<file path="src/rtl/mem_arbiter_pkg.sv">
// Shared encodings for the memory arbiter: sequencer states, access sizes,
// requester ownership and the common one-bit flag constants.
package mem_arbiter_pkg;

    typedef enum logic [1:0] {
        MEM_IDLE  = 2'd0,
        MEM_READ  = 2'd1,
        MEM_WRITE = 2'd2
    } mem_state_e;

    typedef enum logic {
        OWNER_IF  = 1'b0,
        OWNER_LSB = 1'b1
    } owner_e;

    localparam logic [1:0] SIZE_B = 2'b00;
    localparam logic [1:0] SIZE_H = 2'b01;
    localparam logic [1:0] SIZE_W = 2'b10;

    localparam logic ENABLE  = 1'b1;
    localparam logic DISABLE = 1'b0;
    localparam logic VALID   = 1'b1;
    localparam logic NULL    = 1'b0;

    // Encoding 11 is treated as a word access.
    function automatic logic [2:0] size_bytes(input logic [1:0] size);
        case (size)
            SIZE_B:  size_bytes = 3'd1;
            SIZE_H:  size_bytes = 3'd2;
            default: size_bytes = 3'd4;
        endcase
    endfunction

endpackage

</file>
<file path="src/rtl/mem_byte_sequencer.sv">
// Drives the byte-wide RAM port for one 1/2/4-byte access at a time,
// reassembling read bytes little-endian and generating the done cycle.
module mem_byte_sequencer
    import mem_arbiter_pkg::*;
#(
    parameter int ADDR_WIDTH = 32,
    parameter int DATA_WIDTH = 32
) (
    input  logic                  clk,
    input  logic                  rst,
    input  logic                  en,
    input  logic                  abort,
    input  logic                  start,
    input  logic                  start_we,
    input  logic [1:0]            start_size,
    input  logic [ADDR_WIDTH-1:0] start_addr,
    input  logic [DATA_WIDTH-1:0] start_wdata,
    input  logic [7:0]            mem_din,
    output logic                  idle,
    output logic                  done,
    output logic                  fin_read,
    output logic [DATA_WIDTH-1:0] rdata_next,
    output logic [ADDR_WIDTH-1:0] mem_a,
    output logic [7:0]            mem_dout,
    output logic                  mem_wr
);

    mem_state_e            state;
    logic [2:0]            cnt;
    logic [2:0]            len;
    logic [ADDR_WIDTH-1:0] base;
    logic [DATA_WIDTH-1:0] wbuf;
    logic [DATA_WIDTH-1:0] rbuf;
    logic                  byte_held;
    logic                  wr_q;

    logic [2:0] cnt_nx;
    logic [2:0] last;
    logic [1:0] cap_idx;
    logic       in_cap;
    logic       at_last;
    logic       accept;

    always_comb begin
        cnt_nx   = cnt + 3'd1;
        last     = (state == MEM_WRITE) ? len : len + 3'd1;
        cap_idx  = cnt[1:0] - 2'd1;
        in_cap   = (state == MEM_READ) && (cnt != 3'd0) && (cnt <= len);
        at_last  = (state != MEM_IDLE) && (cnt == last);
        accept   = start && ((state == MEM_IDLE) || at_last);
        fin_read = en && !abort && (state == MEM_READ) && (cnt == len);
    end

    // The final byte normally comes straight off mem_din; if a stall froze the
    // sequencer on that byte it was already parked in rbuf.
    always_comb begin
        rdata_next = rbuf;
        if (!byte_held)
            rdata_next[{cap_idx, 3'b000} +: 8] = mem_din;
    end

    // A read byte is captured on the first edge it is valid, even when that
    // edge is frozen; byte_held stops the repeated-address byte overwriting it.
    always_ff @(posedge clk) begin
        if (rst) begin
            state     <= MEM_IDLE;
            cnt       <= 3'd0;
            len       <= 3'd0;
            base      <= '0;
            wbuf      <= '0;
            rbuf      <= '0;
            byte_held <= DISABLE;
            wr_q      <= DISABLE;
            done      <= DISABLE;
            mem_a     <= '0;
            mem_dout  <= 8'h00;
        end else begin
            if (in_cap && !byte_held)
                rbuf[{cap_idx, 3'b000} +: 8] <= mem_din;
            byte_held <= in_cap && !en;
            if (en) begin
                if (accept) begin
                    state    <= start_we ? MEM_WRITE : MEM_READ;
                    cnt      <= 3'd0;
                    len      <= size_bytes(start_size);
                    base     <= start_addr;
                    wbuf     <= start_wdata;
                    rbuf     <= '0;
                    mem_a    <= start_addr;
                    mem_dout <= start_wdata[7:0];
                    wr_q     <= start_we;
                    done     <= DISABLE;
                end else if (((state == MEM_READ) && abort) || at_last) begin
                    state <= MEM_IDLE;
                    cnt   <= 3'd0;
                    mem_a <= '0;
                    wr_q  <= DISABLE;
                    done  <= DISABLE;
                end else if (state != MEM_IDLE) begin
                    cnt      <= cnt_nx;
                    mem_a    <= (cnt_nx < len) ? base + ADDR_WIDTH'(cnt_nx) : '0;
                    mem_dout <= wbuf[{cnt_nx[1:0], 3'b000} +: 8];
                    wr_q     <= (state == MEM_WRITE) && (cnt_nx < len);
                    done     <= (cnt_nx == last);
                end
            end
        end
    end

    assign idle   = (state == MEM_IDLE);
    assign mem_wr = wr_q && en;

endmodule

</file>
<file path="src/rtl/mem_arbiter.sv">
// Arbitrates the single byte-wide RAM port between instruction fetch and the
// load/store buffer, applying the pipeline freeze and flush policy.
module mem_arbiter
    import mem_arbiter_pkg::*;
#(
    parameter int ADDR_WIDTH = 32,
    parameter int DATA_WIDTH = 32
) (
    input  logic                  clk,
    input  logic                  rst,
    input  logic                  rdy,
    input  logic                  clear,
    input  logic                  if_req,
    input  logic [ADDR_WIDTH-1:0] if_addr,
    output logic                  if_done,
    output logic [DATA_WIDTH-1:0] if_data,
    input  logic                  lsb_req,
    input  logic                  lsb_we,
    input  logic [1:0]            lsb_size,
    input  logic [ADDR_WIDTH-1:0] lsb_addr,
    input  logic [DATA_WIDTH-1:0] lsb_wdata,
    output logic                  lsb_done,
    output logic [DATA_WIDTH-1:0] lsb_rdata,
    input  logic [7:0]            mem_din,
    output logic [7:0]            mem_dout,
    output logic [ADDR_WIDTH-1:0] mem_a,
    output logic                  mem_wr
);

    owner_e                owner;
    owner_e                last_owner;
    logic                  seq_idle;
    logic                  seq_done;
    logic                  fin_read;
    logic [DATA_WIDTH-1:0] rdata_next;
    logic                  if_cand;
    logic                  lsb_cand;
    logic                  pick_lsb;
    logic                  start;

    // The owner drops its request on seeing done, so its still-high request
    // during the done cycle is ignored; the other side may take the port.
    always_comb begin
        if_cand  = if_req && !(seq_done && (owner == OWNER_IF));
        lsb_cand = lsb_req && !(seq_done && (owner == OWNER_LSB));
        pick_lsb = lsb_cand && (!if_cand || (last_owner == OWNER_IF));
        start    = rdy && !clear && (seq_idle || seq_done) && (if_cand || lsb_cand);
    end

    mem_byte_sequencer #(
        .ADDR_WIDTH(ADDR_WIDTH),
        .DATA_WIDTH(DATA_WIDTH)
    ) u_seq (
        .clk        (clk),
        .rst        (rst),
        .en         (rdy),
        .abort      (clear),
        .start      (start),
        .start_we   (pick_lsb && lsb_we),
        .start_size (pick_lsb ? lsb_size : SIZE_W),
        .start_addr (pick_lsb ? lsb_addr : if_addr),
        .start_wdata(pick_lsb ? lsb_wdata : '0),
        .mem_din    (mem_din),
        .idle       (seq_idle),
        .done       (seq_done),
        .fin_read   (fin_read),
        .rdata_next (rdata_next),
        .mem_a      (mem_a),
        .mem_dout   (mem_dout),
        .mem_wr     (mem_wr)
    );

    always_ff @(posedge clk) begin
        if (rst) begin
            owner      <= OWNER_IF;
            last_owner <= OWNER_IF;
            if_data    <= '0;
            lsb_rdata  <= '0;
        end else if (rdy) begin
            if (seq_done)
                last_owner <= owner;
            if (start)
                owner <= pick_lsb ? OWNER_LSB : OWNER_IF;
            if (fin_read && (owner == OWNER_IF))
                if_data <= rdata_next;
            if (fin_read && (owner == OWNER_LSB))
                lsb_rdata <= rdata_next;
        end
    end

    assign if_done  = seq_done && (owner == OWNER_IF);
    assign lsb_done = seq_done && (owner == OWNER_LSB);

endmodule

</file>
<file path="config.mk">
export PLATFORM = sky130hd
export DESIGN_NAME = mem_arbiter
export DESIGN_NICKNAME = d
export VERILOG_FILES = /design/src/rtl/mem_arbiter_pkg.sv /design/src/rtl/mem_byte_sequencer.sv /design/src/rtl/mem_arbiter.sv
export SDC_FILE = /design/constraint.sdc
export NUM_CORES = 1
export LEC_CHECK = 0
export CORE_UTILIZATION = 34
export CTS_BUF_LIST = sky130_fd_sc_hd__clkbuf_16
export DETAILED_ROUTE_END_ITERATION = 8
export HOLD_SLACK_MARGIN = 0.03
export PLACE_DENSITY = 0.59
export RECOVER_POWER = 100
export SLEW_MARGIN = 0
export SYNTH_ARGS = -nofsm -noshare
export SYNTH_HDL_FRONTEND = slang
export SYNTH_SLANG_ARGS = --single-unit
</file>
<file path="constraint.sdc">
create_clock -name clk -period 3.06 [get_ports clk]
set_input_delay 0.765 -clock clk [delete_from_list [all_inputs] [get_ports clk]]
set_output_delay 0.765 -clock clk [all_outputs]
set_load 0.02 [all_outputs]
</file>
==> results.py <==
metrics = {
    "outcome": {
        "status": "complete, no violations",
    },
    "layout": {
        "diodes": 0,
        "drive_above_1_share": 0.0831,
        "final_net_count": 1507,
        "area_delta_synth_final_pct": 35.3,
        "layout.filler_cells": 2791,
    },
    "worst_setup_path": {
        "path_cells": "buf_4 > xnor2_1 > xnor2_1 > nor4_4 > a21oi_2 > nor4_4 > clkbuf_4 > a22o_1",
        "path_class": "flip-flop to flip-flop",
        "critPathLaunchType": "flip-flop",
        "worstPathArrival_ns": 3.25,
        "critPathTopFamily": "compound AO/OA/AOI/OAI gates",
        "cp-end-kind": "flip-flop",
        "r2r_start": "u_seq.cnt[0]$_SDFFE_PP0P_",
        "worstPathMaxFanout": 25,
        "crit_buf_inv": 2,
        "cpPeakStageDelay_ns": 0.75,
        "crit_slowest_cell": "a21oi_2",
        "startpoint": "u_seq.cnt[0]$_SDFFE_PP0P_",
        "required_ns": 3.47,
    },
    "timing": {
        "tightest_slew_ns": 0.965,
        "rsz0062_at_grt": "no",
        "finalClockSkew_ns": 0.00980,
        "slew_headroom": 0.356,
        "finalHoldViolations": 0,
        "fin_ws_ns": 0.217,
        "final.period_utilization": 0.929,
        "fin_crit_ns": 2.84,
        "slew_violations": 0,
        "setup-tns-final_ns": 0,
        "fmaxAchievable_mhz": 352,
        "setup_viol": 0,
    },
    "clock_tree": {
        "cts_setup_buffers": 0,
        "cts_sinks": 213,
        "clk_latency_ns": 0.52,
        "root_buffer": "clkbuf_16",
        "cts_buffers": 25,
        "cts_tree": "built",
        "clkTransAtPathRegs_ns": 0.06,
        "ctsHoldBuffers": 0,
        "cts_resized": 0,
        "htree_levels": 1,
        "cts.path.max_buffers": 3,
    },
    "yosys": {
        "synth_area_um2": 10100,
        "ys_warn_count": 0,
        "synth_flop_cell": "dfxtp_1",
        "synthesis.nets": 1324,
        "synth.area.top_cells": "dfxtp_1, a21oi_1, a211oi_1, nand2_1, nor2_1",
        "yosysMostFrequentCell": "dfxtp_1",
        "syn_avg_cell_area_um2": 8.44,
        "async_flop_share": 0,
        "ys_seq_area_frac": 0.423,
        "ys_types": 56,
        "synth_top_area_cell": "dfxtp_1",
        "syn_inst": 1194,
        "yosysTopAreaCellShare": 0.423,
        "synth-edff-count": 0,
        "synth_seq_cells": 213,
        "ys_top_cells_by_count": "dfxtp_1, nand2_1, nor2_1",
    },
    "placed_design": {
        "place.port_buffers": 219,
        "dp_slack_ns": 0.0953,
        "hpwl_um": 20500,
        "routabilityCongestion": 0.802,
    },
    "run": {
        "maxCapViolations": 0,
    },
    "routing": {
        "dr.pass1.iters": 5,
        "drt_iter0_markers": 618,
        "routed_wirelength_um": 29900,
        "wire_per_inst_um": 16.8,
        "postRouteAntennaNets": 0,
        "vias": 9499,
        "route.detailed.drc": 0,
        "via_per_inst": 5.34,
    },
    "pwr": {
        "comb_power_share": 0.133,
        "finalPower_w": 0.00705,
        "p_switching_w": 0.00178,
        "pwr-share-seq": 0.417,
        "p_per_area_nw_per_um2": 517,
        "total_leakage_power_nw": 5.06,
        "swShare": 0.253,
        "internal_power_w": 0.00527,
        "vdd_ir_drop_max_mv": 0.351,
        "p_clk_frac": 0.449,
    },
    "floorplan": {
        "die_w_um": 174,
        "row_count": 62,
        "core_um2": 28900,
        "start_util": 0.348,
        "die_area_um2": 30300,
        "ios": 220,
        "die_y_um": 174,
    },
    "global_route": {
        "antenna_found_initial": 0,
        "grt_usage": 0.196,
        "overflow": 0,
        "grt_first_pass_wirelength_um": 49200,
        "grt_max_degree": 66,
        "grt_pass1_vias": 9274,
    },
    "hold_path": {
        "hp-start": "u_seq.rbuf[23]$_SDFF_PP0_",
        "hold_class": "flip-flop to flip-flop",
    },
}
## per-stage QoR
stage | cells | cell area (µm²) | hold slack [ns] | util
after detailed placement | 1734 | 12800 | 0.460 | 0.444
after floorplan | 1194 | 10100 | 0.437 | -
after global routing | 1780 | 13600 | 0.485 | 0.471
after global placement | 1734 | 12800 | 0.455 | 0.444
final | 1780 | 13600 | 0.470 | 0.471
after CTS | 1780 | 13700 | 0.470 | 0.475
## layout make-up
cell class | instances | area, µm² | share of cell area
multi-input combinational | 861 | 5370 | 0.394
sequential | 213 | 4270 | 0.313
tap | 384 | 480 | 0.0352
clock inverter | 21 | 256 | 0.0188
timing repair buffer | 260 | 2580 | 0.189
inverter | 16 | 60.1 | 0.00440
clock buffer | 25 | 626 | 0.0459
## cells in the final DEF (no fill, tap or decap), types with 19 or more instances in the layout
cell	netlist	routed
xnor2_1	23	23
nand3_1	76	76
clkdlybuf4s50_1	0	111
dfxtp_1	213	212
nand2b_1	33	33
nand2_1	118	118
inv_1	16	19
dlygate4sd3_1	0	107
a311oi_1	33	33
buf_4	4	27
clkbuf_16	0	25
and3_1	32	32
a22o_1	25	25
o211ai_1	31	31
o21ai_0	51	51
a211oi_1	64	64
a21oi_1	106	103
nor2_1	115	114
## worst reg2reg max path, cell delays in order, from the launching register on
cell and delay, ns:
dfxtp_1 0.51, buf_4 0.31, xnor2_1 0.12, xnor2_1 0.31, nor4_4 0.12, a21oi_2 0.75, nor4_4 0.06, clkbuf_4 0.29
a22o_1 0.25
## final timing paths
| path | end | slack (ns) | depth (start not counted) |
|---|---|---|---|
| worst max-delay path | u_seq.wbuf[10]$_SDFFE_PP0P_ | 0.22 | 8 |
| worst min-delay path | u_seq.rbuf[23]$_SDFF_PP0_ | 0.47 | 2 |
| worst max register to register | u_seq.wbuf[10]$_SDFFE_PP0P_ | 0.22 | 8 |
| worst min register to register | u_seq.rbuf[23]$_SDFF_PP0_ | 0.47 | 2 |
## power groups by stage
stage | registers [W] | clock network (W) | logic [W]
global route | 0.00295 | 0.00337 | 0.00102
floorplan | 0.00305 | 0 | 0.000442
CTS | 0.00294 | 0.00324 | 0.000979
global placement | 0.00300 | 0 | 0.000967
detailed placement | 0.00300 | 0 | 0.000976
finish | 0.00294 | 0.00317 | 0.000939
## flip-flops by register name, indices dropped and copies added (netlist names)
name             flops
owner                1
u_seq.done           1
u_seq.cnt            3
u_seq.len            3
u_seq.rbuf          32
u_seq.mem_a         32
u_seq.state          2
lsb_rdata           32
last_owner           1
u_seq.base          32
u_seq.wbuf          32
u_seq.wr_q           1
u_seq.mem_dout       8
if_data             32
u_seq.byte_held      1
## cells by family after synthesis
| family | share of synthesized area |
|---|---|
| buffers and inverters | 0.0479 |
| xor gates and xnor gates | 0.0320 |
| DFF | 0.423 |
| and+or+nand+nor | 0.210 |
| adders and majority gates | 0.0218 |
| muxes | 0.0209 |
| AOI/OAI and AO/OA | 0.244 |
## metal layers
| metal | global-route usage | up-vias | share of wire |
|---|---|---|---|
| li1 | - | 4728 | - |
| met1 | 0.267 | 4448 | 0.46 |
| met2 | 0.324 | 291 | 0.46 |
| met3 | 0.0302 | 32 | 0.060 |
| met4 | 0.0409 | 0 | 0.014 |
| met5 | 0 | - | 0 |
No activity file was read; power rests on OpenSTA's default activity.
